$ cat src/rtl/mips_pkg.sv
// Shared MIPS encoding constants and instruction-kind enum, used by the decoder and the
// program loader so both agree on opcode/funct values.
package mips_pkg;

  typedef enum logic [3:0] {
    KIND_ADD  = 4'd0,
    KIND_SUB  = 4'd1,
    KIND_AND  = 4'd2,
    KIND_OR   = 4'd3,
    KIND_SLT  = 4'd4,
    KIND_LW   = 4'd5,
    KIND_SW   = 4'd6,
    KIND_BEQ  = 4'd7,
    KIND_BNE  = 4'd8,
    KIND_ADDI = 4'd9,
    KIND_SLTI = 4'd10,
    KIND_J    = 4'd11,
    KIND_JAL  = 4'd12,
    KIND_LB   = 4'd13
  } instr_kind_t;

  typedef enum logic [1:0] {
    S_IDLE,
    S_LOAD,
    S_DONE,
    S_FULL
  } ld_state_t;

  typedef struct packed {
    instr_kind_t  kind;
    logic [4:0]   rs;
    logic [4:0]   rt;
    logic [4:0]   rd;
    logic [15:0]  imm;
    logic [25:0]  target;
  } enc_req_t;

  localparam logic [5:0] OP_RTYPE = 6'b000000;
  localparam logic [5:0] OP_LW    = 6'b100011;
  localparam logic [5:0] OP_SW    = 6'b101011;
  localparam logic [5:0] OP_BEQ   = 6'b000100;
  localparam logic [5:0] OP_BNE   = 6'b000101;
  localparam logic [5:0] OP_ADDI  = 6'b001000;
  localparam logic [5:0] OP_SLTI  = 6'b001010;
  localparam logic [5:0] OP_LB    = 6'b100000;
  localparam logic [5:0] OP_J     = 6'b000010;
  localparam logic [5:0] OP_JAL   = 6'b000011;

  localparam logic [5:0] FN_ADD = 6'b100000;
  localparam logic [5:0] FN_SUB = 6'b100010;
  localparam logic [5:0] FN_AND = 6'b100100;
  localparam logic [5:0] FN_OR  = 6'b100101;
  localparam logic [5:0] FN_SLT = 6'b101010;

  function automatic logic [31:0] r_word(input enc_req_t r, input logic [5:0] fn);
    return {OP_RTYPE, r.rs, r.rt, r.rd, 5'd0, fn};
  endfunction

  function automatic logic [31:0] i_word(input enc_req_t r, input logic [5:0] op);
    return {op, r.rs, r.rt, r.imm};
  endfunction

  function automatic logic [31:0] j_word(input enc_req_t r, input logic [5:0] op);
    return {op, r.target};
  endfunction

endpackage

$ cat src/rtl/instr_encode.sv
// Combinational symbolic-request -> 32-bit MIPS word encoder. Undefined kinds yield a
// zero word (NOP) and raise illegal.
module instr_encode
  import mips_pkg::*;
(
  input  enc_req_t    req,
  output logic [31:0] word,
  output logic        illegal
);

  always_comb begin
    word    = '0;
    illegal = 1'b0;
    case (req.kind)
      KIND_ADD:  word = r_word(req, FN_ADD);
      KIND_SUB:  word = r_word(req, FN_SUB);
      KIND_AND:  word = r_word(req, FN_AND);
      KIND_OR:   word = r_word(req, FN_OR);
      KIND_SLT:  word = r_word(req, FN_SLT);
      KIND_LW:   word = i_word(req, OP_LW);
      KIND_SW:   word = i_word(req, OP_SW);
      KIND_BEQ:  word = i_word(req, OP_BEQ);
      KIND_BNE:  word = i_word(req, OP_BNE);
      KIND_ADDI: word = i_word(req, OP_ADDI);
      KIND_SLTI: word = i_word(req, OP_SLTI);
      KIND_LB:   word = i_word(req, OP_LB);
      KIND_J:    word = j_word(req, OP_J);
      KIND_JAL:  word = j_word(req, OP_JAL);
      default:   illegal = 1'b1;
    endcase
  end

endmodule

$ cat src/rtl/instr_encoder_loader.sv
// Encodes symbolic requests and streams them into imem through a registered write port.
// Define ENC_ILLEGAL_TRAP_EN to drop undefined kinds and flag error instead of writing a NOP.
module instr_encoder_loader
  import mips_pkg::*;
#(
  parameter int ADDR_W    = 6,
  parameter int DEPTH     = 64,
  parameter int BASE_ADDR = 0
) (
  input  logic              clk,
  input  logic              reset,
  input  logic              clear,
  input  logic              in_valid,
  output logic              in_ready,
  input  logic [3:0]        in_kind,
  input  logic [4:0]        in_rs,
  input  logic [4:0]        in_rt,
  input  logic [4:0]        in_rd,
  input  logic [15:0]       in_imm,
  input  logic [25:0]       in_target,
  input  logic              in_last,
  output logic              imem_we,
  output logic [ADDR_W-1:0] imem_addr,
  output logic [31:0]       imem_wdata,
  output logic [ADDR_W:0]   count,
  output logic              done,
  output logic              error
);

  localparam logic [ADDR_W:0]   DEPTH_C = (ADDR_W + 1)'(DEPTH);
  localparam logic [ADDR_W-1:0] BASE_C  = ADDR_W'(BASE_ADDR);

  ld_state_t         state_q, state_d;
  logic              we_q, we_d;
  logic [ADDR_W-1:0] addr_q, addr_d;
  logic [ADDR_W-1:0] ptr_q, ptr_d;
  logic [31:0]       wdata_q, wdata_d;
  logic [ADDR_W:0]   count_q, count_d;
  logic              done_q, done_d;
  logic              error_q, error_d;

  enc_req_t    req;
  logic [31:0] enc_word;
  logic        illegal;
  logic        drop;
  logic        accept;

  assign req = '{kind: instr_kind_t'(in_kind), rs: in_rs, rt: in_rt, rd: in_rd,
                 imm: in_imm, target: in_target};

  instr_encode u_enc (
    .req     (req),
    .word    (enc_word),
    .illegal (illegal)
  );

`ifdef ENC_ILLEGAL_TRAP_EN
  assign drop = illegal;
`else
  // Undefined kinds are already encoded as zero, so they are written like any other word.
  assign drop = 1'b0 & illegal;
`endif

  always_comb begin
    state_d  = state_q;
    we_d     = 1'b0;
    addr_d   = addr_q;
    ptr_d    = ptr_q;
    wdata_d  = wdata_q;
    count_d  = count_q;
    done_d   = done_q;
    error_d  = error_q;
    in_ready = (state_q == S_LOAD) && (count_q < DEPTH_C);
    accept   = in_valid && in_ready;

    if (clear) begin
      state_d = S_IDLE;
      addr_d  = BASE_C;
      ptr_d   = BASE_C;
      count_d = '0;
      done_d  = 1'b0;
      error_d = 1'b0;
    end else begin
      case (state_q)
        S_IDLE: state_d = S_LOAD;
        S_LOAD: begin
          if (accept) begin
            if (drop) begin
              error_d = 1'b1;
            end else begin
              we_d    = 1'b1;
              addr_d  = ptr_q;
              ptr_d   = ptr_q + 1'b1;
              wdata_d = enc_word;
              count_d = count_q + 1'b1;
            end
            // A final word that also fills memory reports DONE rather than FULL.
            if (in_last) begin
              state_d = S_DONE;
              done_d  = 1'b1;
            end else if (count_d == DEPTH_C) begin
              state_d = S_FULL;
            end
          end
        end
        default: ;
      endcase
    end
  end

  always_ff @(posedge clk) begin
    if (reset) begin
      state_q <= S_IDLE;
      we_q    <= 1'b0;
      addr_q  <= BASE_C;
      ptr_q   <= BASE_C;
      wdata_q <= '0;
      count_q <= '0;
      done_q  <= 1'b0;
      error_q <= 1'b0;
    end else begin
      state_q <= state_d;
      we_q    <= we_d;
      addr_q  <= addr_d;
      ptr_q   <= ptr_d;
      wdata_q <= wdata_d;
      count_q <= count_d;
      done_q  <= done_d;
      error_q <= error_d;
    end
  end

  assign imem_we    = we_q;
  assign imem_addr  = addr_q;
  assign imem_wdata = wdata_q;
  assign count      = count_q;
  assign done       = done_q;
  assign error      = error_q;

endmodule

$ cat config.mk
export PLATFORM = sky130hd
export DESIGN_NAME = instr_encoder_loader
export DESIGN_NICKNAME = d
export VERILOG_FILES = /design/src/rtl/mips_pkg.sv /design/src/rtl/instr_encode.sv /design/src/rtl/instr_encoder_loader.sv
export SDC_FILE = /design/constraint.sdc
export NUM_CORES = 1
export LEC_CHECK = 0
export ABC_AREA = 1
export BUFFER_PORTS_ARGS = -buffer_cell sky130_fd_sc_hd__buf_2
export CORE_AREA = 2 2 75 77
export CTS_BUF_LIST = sky130_fd_sc_hd__clkbuf_8 sky130_fd_sc_hd__clkbuf_16
export CTS_CLUSTER_DIAMETER = 200
export DETAILED_ROUTE_END_ITERATION = 8
export DIE_AREA = 0 0 77 79
export PLACE_DENSITY_LB_ADDON = 0.05
export SYNTH_ARGS = -nofsm -noshare
export SYNTH_HDL_FRONTEND = slang
export SYNTH_SLANG_ARGS = --single-unit
$ cat constraint.sdc
create_clock -name clk -period 2.3 [get_ports clk]
set_clock_uncertainty 0.05 [all_clocks]
set_input_delay 0.115 -clock clk [delete_from_list [all_inputs] [get_ports clk]]
set_output_delay 0.115 -clock clk [all_outputs]
set_load 0.01 [all_outputs]
==> results.toml, run 1 <==
[final_layout]
mostFrequentLayoutCell = "sky130_fd_sc_hd__nand2_1"
synth_to_layout_area_growth_pct = 26.1
num-nets-final = 575
layout.cell_area.non_filler_sq_um = 3310
number_of_fillers_in_the_final_layout = 527
post_route_cells_drive_above_1_share_pct = 26.2
layout.cells.most_common_list = "145 x sky130_fd_sc_hd__nand2_1, 112 x sky130_fd_sc_hd__buf_2, 54 x sky130_fd_sc_hd__dfxtp_1"
diodes = 0

[floorplanning]
num_rows = 27
die-width_microns = 77
start_util_pct = 49.2
design.portCount = 115
die_area_sq_um = 6080
design.core.area_sq_um = 5340
die_y_microns = 79

[placed_design]
port-buffer-count = 112
routability_congestion_estimate_from_global_placement = 0.910
detailedPlacementHpwl_microns = 4760
placedInstanceArea_sq_um = 3220

[global_route]
grt_first_pass_wirelength_microns = 10800
number_of_global_route_vias_before_repair = 2491
globalRouteTotalUtil_pct = 21.5
met2_usage_pct = 38.5
grt_antenna_before_repair = 0
grt.met3_usage_pct = 4.43
grt_most_used_layer = "met2"
grt-ovfl-total = 0
grt_max_degree = 33
gr-usage-met1_pct = 26.2

[synthesis]
yosys.cell_types.count = 26
seq_area_frac_synth_pct = 41.1
synth_cells = 400
synth.cell_area_sq_um = 2630
post_synth.cell_area_avg_sq_um = 6.57
ys.warnings.count = 0
yosys_register_bits = 54

[power_and_ir_drop]
p_seq_share_pct = 54.5
clkPwrFrac_pct = 31.6
p_leak_nw = 1.60
power-per-cell-area_nw_per_um2 = 532
vdd.ir_drop.worst_mv = 0.409
netSwitchingFraction_pct = 27.5
cell_internal_pwr_mw = 1.28
fin_total_pwr_mw = 1.76
comb_power_share_pct = 13.9
netSwitchingPower_mw = 0.484

[sta]
setup_total_negative_slack_ps = 0
unrepaired_setup_endpoints_after_global_routing = "false"
final.min_clock_period_ps = 1690
final_max_slew_viol_count = 0
timing_worst_slew_pin_value_ps = 943
final.period_utilization_pct = 73.4
worst_slew_margin_rel_pct = 37.1
setup-violations-final = 0
finalHoldViolations = 0
clock.fmax_mhz = 592

[clock_tree]
post_cts_hold_fix_bufs = 0
clock_buffers_created_by_tritoncts = 5
clk_latency_ps = 310
clock_path_buffers = 2
cts.sinks = 54
root_buffer = "sky130_fd_sc_hd__clkbuf_8"
worst_setup_hold_path_clk_slew_ps = 100
cts_htree_levels = 2
post_cts.repair.setup_buffers = 0
post_cts_resize_count = 0
clock_tree_from_tritoncts = "built"

[critical_path]
critPathKind = "reg -> reg"
worst_setup_path_end_kind = "flip-flop"
critical_path.max_fanout = 32
critPathRequiredTime_ps = 2500
crit_path_start_kind = "flip-flop"
worstPathArrival_ps = 1890

[routing]
detail_route.iter0.violations = 91
routed_via_density = 4.83
dr.pass1.iters = 4
drt-wirelength-per-cell_microns = 11.3
drt-total-wl_microns = 6540
routed-via-count = 2796
drcViolationCount = 0
antenna_violating_nets_left = 0

[run]
max-cap-violations = 0

[outcome]
status = "finished clean"

[worst_hold_path]
type_of_the_worst_min_delay_path = "in -> reg"
==> layer usage <==
metal / wire length [microns] / up-vias
li1: - / 1477
met1: 3080 / 1225
met2: 2970 / 88
met3: 414 / 6
met4: 66 / 0
met5: 0 / -
==> flip-flops by register name, indices dropped and copies added (netlist names) <==
register    count
imem_addr       6
count           7
done            1
ptr_q           6
state_q         2
imem_wdata     31
imem_we         1
==> cells in the mapped netlist, drive strengths merged <==
master | n | share of area (%)
clkbuf | 8 | 1.1
o2111ai | 1 | 0.33
nor2 | 35 | 5.3
xor2 | 2 | 0.67
nand2 | 145 | 21
dfxtp | 54 | 41
a31oi | 1 | 0.24
inv | 39 | 5.6
ha | 3 | 1.4
nand3 | 21 | 4.4
nor3 | 1 | 0.19
a21oi | 42 | 8.0
a211oi | 3 | 1.0
o21ai | 29 | 6.0
o21bai | 1 | 0.29
buf | 10 | 2.5
conb | 1 | 0.14
nand4 | 4 | 0.95
==> metrics by stage <==
step                      setup WS (ps)  util [%]  instances  hold WS (ps)
final                               612      62.1        579          42.3
after global routing                353      62.1        579          41.8
after CTS                           561      62.1        579          22.9
after detailed placement            598      60.2        571           370
after global placement              670      60.2        571           358
after floorplan                     826         -        401           230
==> worst max-delay path, stage by stage, from the launching register on <==
cell	delay (ps)
sky130_fd_sc_hd__dfxtp_1	390
sky130_fd_sc_hd__inv_1	80
sky130_fd_sc_hd__nand3_2	90
sky130_fd_sc_hd__nor2_2	40
sky130_fd_sc_hd__inv_1	680
sky130_fd_sc_hd__nand2_1	130
sky130_fd_sc_hd__a21oi_1	170
==> cells by family (layout without fill, tap and decap cells) <==
logic type                 after synthesis  count (layout)  synth area share, %
AOI/OAI and AO/OA                       77              77                 15.9
xor gates and xnor gates                 2               2                0.667
adders and majority gates                3               3                 1.43
buffers and inverters                   57             163                 9.24
DFF                                     54              54                 41.1
other                                    1               2                0.143
and+or+nand+nor                        206             206                 31.5
==> final cells by class <==
class	count	area, sq um	share of cell area [%]
repair buffers	116	591	17.8
well taps	72	90.1	2.72
multi-input cells	290	1310	39.5
flip-flops and latches	54	1080	32.6
inverters	39	146	4.42
clock inverters	3	28.8	0.869
clock buffers	5	68.8	2.08
==> final timing paths <==
kind | end | cells after the start | slack [ps] | startpoint
max | imem_wdata[1] | 6 | 610 | count[6]
min | state_q[0] | 4 | 40 | in_last
max reg2reg | imem_wdata[1] | 6 | 610 | count[6]
min reg2reg | done | 2 | 410 | done
==> power groups by stage <==
| stage | logic, mW | registers [mW] | clock network, mW |
|---|---|---|---|
| 6_report | 0.245 | 0.960 | 0.557 |
| 5_1_grt | 0.280 | 0.963 | 0.609 |
| 4_1_cts | 0.246 | 0.960 | 0.586 |
| 3_5_place_dp | 0.244 | 0.982 | 0 |
| 3_3_place_gp | 0.241 | 0.982 | 0 |
| 2_1_floorplan | 0.142 | 0.988 | 0 |
Note: power is estimated with default switching activity, not from simulation.
==> inputs of run 2 (changes only) <==
Settings changed: CORE_AREA 2 2 75 77 to 2 2 78 80, DIE_AREA 0 0 77 79 to 0 0 80 82.
Clock period 2.3 ns to 1.7 ns, I/O delays scaled along.
==> results.toml, run 2 (synthesized netlist as in run 1, its figures left out) <==
[critical_path]
worst_setup_path_end_kind = "flip-flop"
critPathKind = "reg -> reg"
worstPathArrival_ps = 1710
cpMostUsedCell = "sky130_fd_sc_hd__nand2_1"
cpMaxStageDelayCell = "sky130_fd_sc_hd__dfxtp_1"
critPathRequiredTime_ps = 1890
critical_path.top_delay_family = "simple AND/OR/NAND/NOR gates"
crit_buf_inv = 0
cp_cell_sequence = "ha_1 -> nand2_1 -> o21ai_0 -> nand3_1 -> nor2_1 -> nand2_1 -> nand2_1 -> nand2_1 -> a21oi_1"
critical_path.max_stage_delay_ps = 350
critical_path.max_fanout = 5
crit_path_start_kind = "flip-flop"

[sta]
setup-violations-final = 0
worst_slew_margin_rel_pct = 54.1
clock.fmax_mhz = 662
final_max_slew_viol_count = 0
unrepaired_setup_endpoints_after_global_routing = "false"
final.min_clock_period_ps = 1510
final.period_utilization_pct = 88.9
setup_total_negative_slack_ps = 0
finalHoldViolations = 0
timing_worst_slew_pin_value_ps = 686

[clock_tree]
worst_setup_hold_path_clk_slew_ps = 100
cts_htree_levels = 2
clock_buffers_created_by_tritoncts = 5
clock_path_buffers = 2
cts.sinks = 54
root_buffer = "sky130_fd_sc_hd__clkbuf_8"
clock_tree_from_tritoncts = "built"
clk_latency_ps = 300

[global_route]
grt.met3_usage_pct = 5.60
grt_antenna_before_repair = 0
grt-ovfl-total = 0
globalRouteTotalUtil_pct = 20.3
grt_first_pass_wirelength_microns = 10700
grt_most_used_layer = "met2"
grt_max_degree = 33
met2_usage_pct = 34.1
number_of_global_route_vias_before_repair = 2439
gr-usage-met1_pct = 25.5

[floorplanning]
die_y_microns = 82
num_rows = 28
start_util_pct = 45.7
die-width_microns = 80
design.core.area_sq_um = 5750
design.portCount = 115
die_area_sq_um = 6560

[power_and_ir_drop]
vdd.ir_drop.worst_mv = 0.348
power-per-cell-area_nw_per_um2 = 706
fin_total_pwr_mw = 2.40
p_leak_nw = 1.65

[worst_hold_path]
type_of_the_worst_min_delay_path = "in -> reg"

[routing]
antenna_violating_nets_left = 0
drcViolationCount = 0
detail_route.iter0.violations = 143
routed_via_density = 4.76
dr.pass1.iters = 4
drt-total-wl_microns = 6650
drt-wirelength-per-cell_microns = 11.3
routed-via-count = 2809

[run]
max-cap-violations = 0

[final_layout]
layout.cells.most_common_list = "145 x sky130_fd_sc_hd__nand2_1, 112 x sky130_fd_sc_hd__buf_2, 54 x sky130_fd_sc_hd__dfxtp_1"
largest_register_ff_count = 31
synth_to_layout_area_growth_pct = 29.3
num-nets-final = 583
diodes = 0
post_route_cells_drive_above_1_share_pct = 27.4
mostFrequentLayoutCell = "sky130_fd_sc_hd__nand2_1"
number_of_fillers_in_the_final_layout = 585

[placed_design]
routability_congestion_estimate_from_global_placement = 0.842
port-buffer-count = 112
detailedPlacementHpwl_microns = 4810

[outcome]
status = "finished clean"
==> run 2: power breakdown <==
group	total, mW	switching (mW)	leakage, nW	internal, mW
sequential	1.30	0.0122	0.436	1.29
clock	0.749	0.418	0.0530	0.332
combinational	0.350	0.204	1.16	0.146
total	2.40	0.634	1.65	1.76
==> run 2: tightest hold or removal path: stages <==
cell and delay (ps):
sky130_fd_sc_hd__buf_2 110, sky130_fd_sc_hd__nand2_1 80, sky130_fd_sc_hd__a21oi_1 60
==> run 2: metal layers <==
layer | part of all wire, % | wire, microns
met1 | 48 | 3160
met2 | 44 | 2910
met3 | 7.4 | 493
met4 | 1.2 | 82
met5 | 0 | 0
==> run 2: timing repair <==
item	in CTS	in global routing
setup buffers	0	0
hold buffers	0	0
setup endpoints to repair	0	30
resized for setup	0	2
==> run 2: stage by stage <==
step	hold slack (ps)	cell area, sq um	setup WS, ps	util (%)	instances
after floorplan	200	2630	226	-	401
after global placement	353	3290	142	57.3	582
after detailed placement	354	3290	109	57.3	582
after CTS	16.9	3390	132	59.0	590
after global routing	1.54	3400	4.14	59.1	590
final	19.1	3400	189	59.1	590
==> run 2: path summary, 6_finish.rpt <==
path	to	startpoint	slack, ps	cells past startpoint
worst max register to register	state_q[0]	count[1]	190	9
worst min-delay path	done	in_last	20	3
worst min register to register	done	done	400	2
worst max-delay path	state_q[0]	count[1]	190	9
==> run 2: layout make-up <==
| type | instances | area, sq um | share of cell area (%) |
|---|---|---|---|
| clock buffer | 6 | 82.6 | 2.43 |
| timing repair buffer | 124 | 663 | 19.5 |
| sequential | 54 | 1080 | 31.8 |
| inverter | 39 | 146 | 4.31 |
| clock inverter | 2 | 12.5 | 0.368 |
| tap | 75 | 93.8 | 2.76 |
| multi-input combinational | 290 | 1320 | 38.8 |
==> inputs of run 3 (changes only) <==
Settings changed: CORE_AREA 2 2 78 80 to 2 2 93 68, DIE_AREA 0 0 80 82 to 0 0 95 70.
==> results.toml, run 3 (synthesized netlist as in run 1, its figures left out) <==
[sta]
final_max_slew_viol_count = 0
final.min_clock_period_ps = 1530
setup-violations-final = 0
timing_worst_slew_pin_value_ps = 703
whs_ps = 56.7
clock.fmax_mhz = 652
final.period_utilization_pct = 90.2
worst_slew_margin_rel_pct = 52.9
unrepaired_setup_endpoints_after_global_routing = "false"
setup_total_negative_slack_ps = 0
finalHoldViolations = 0

[final_layout]
diodes = 0
largest_register_ff_count = 31
layout.cells.most_common_list = "145 x sky130_fd_sc_hd__nand2_1, 112 x sky130_fd_sc_hd__buf_2, 54 x sky130_fd_sc_hd__dfxtp_1"
mostFrequentLayoutCell = "sky130_fd_sc_hd__nand2_1"
synth_to_layout_area_growth_pct = 29.5
num-nets-final = 583
post_route_cells_drive_above_1_share_pct = 27.4

[global_route]
grt_first_pass_wirelength_microns = 11500
globalRouteTotalUtil_pct = 21.5
number_of_global_route_vias_before_repair = 2624
grt_max_degree = 33
grt_antenna_before_repair = 0
grt-ovfl-total = 0

[clock_tree]
clock_tree_from_tritoncts = "built"
cts.sinks = 54
clk_latency_ps = 300
clock_path_buffers = 2
clock_buffers_created_by_tritoncts = 5
cts_htree_levels = 2
post_cts.repair.setup_buffers = 0
root_buffer = "sky130_fd_sc_hd__clkbuf_8"
worst_setup_hold_path_clk_slew_ps = 100

[routing]
drt-total-wl_microns = 7000
detail_route.iter0.violations = 123
drcViolationCount = 0
routed_via_density = 4.83
routed-via-count = 2862
antenna_violating_nets_left = 0
drt-wirelength-per-cell_microns = 11.8
dr.pass1.iters = 6

[critical_path]
crit_path_start_kind = "flip-flop"
worstPathArrival_ps = 1660
worst_setup_path_end_kind = "flip-flop"
rrSetupSlack_ps = 170
critPathRequiredTime_ps = 1830
critPathKind = "reg -> reg"
critical_path.max_fanout = 32

[outcome]
status = "finished clean"

[placed_design]
routability_congestion_estimate_from_global_placement = 0.819
port-buffer-count = 112
detailedPlacementHpwl_microns = 5170

[run]
max-cap-violations = 0

[floorplanning]
start_util_pct = 44.4
die_area_sq_um = 6650
num_rows = 24
die-width_microns = 95
design.portCount = 115
die_y_microns = 70
design.core.area_sq_um = 5920

[worst_hold_path]
type_of_the_worst_min_delay_path = "in -> reg"

[power_and_ir_drop]
fin_total_pwr_mw = 2.39
power-per-cell-area_nw_per_um2 = 702
vdd.ir_drop.worst_mv = 0.324
p_leak_nw = 1.64
==> run 3: final cells by class <==
type	count	area, sq um
sequential	54	1080
timing repair buffer	124	666
multi-input combinational	290	1320
clock inverter	2	8.76
fill	622	2510
inverter	39	146
tap	78	97.6
clock buffer	6	82.6
==> run 3: critical path: stages (launching register included) <==
cell and delay (ps):
sky130_fd_sc_hd__dfxtp_1 320, sky130_fd_sc_hd__inv_1 60, sky130_fd_sc_hd__nor2_2 150, sky130_fd_sc_hd__nand3_4 160
sky130_fd_sc_hd__nor2_2 180, sky130_fd_sc_hd__inv_1 60, sky130_fd_sc_hd__buf_4 240, sky130_fd_sc_hd__nand2_1 100
sky130_fd_sc_hd__a21oi_1 80
==> run 3: final timing paths <==
kind,start,endpoint,cells after the start
worst min register to register,done,done,2
worst max register to register,state_q[0],imem_wdata[26],8
worst max-delay path,state_q[0],imem_wdata[26],8
worst min-delay path,in_rs[3],imem_wdata[24],5
==> run 3: repair_timing <==
item                       CTS  global route
setup endpoints to repair    0            35
hold endpoints to repair     2             0
hold buffers                 1             0
gates resized for setup      0             3
==> run 3: power by group <==
part           leakage (nW)  internal [mW]  switching [mW]
combinational          1.16          0.146           0.205
clock                0.0524          0.324           0.415
sequential            0.436           1.29          0.0120
==> run 3: routing by layer <==
metal	part of all wire, %	vias up	GRT usage (%)
li1	-	1491	-
met5	0	-	0
met4	1.6	0	5.96
met3	7.4	14	5.29
met2	45	90	36.6
met1	46	1267	27.0
==> run 3: stage by stage <==
step                setup WS [ps]  utilization [%]  instance area [sq um]  cells
floorplan                     226                -                   2630    401
global placement              175             55.6                   3290    584
detailed placement           82.1             55.6                   3290    584
CTS                          58.6             57.3                   3390    593
global route                 9.70             57.5                   3400    593
finish                        167             57.5                   3400    593
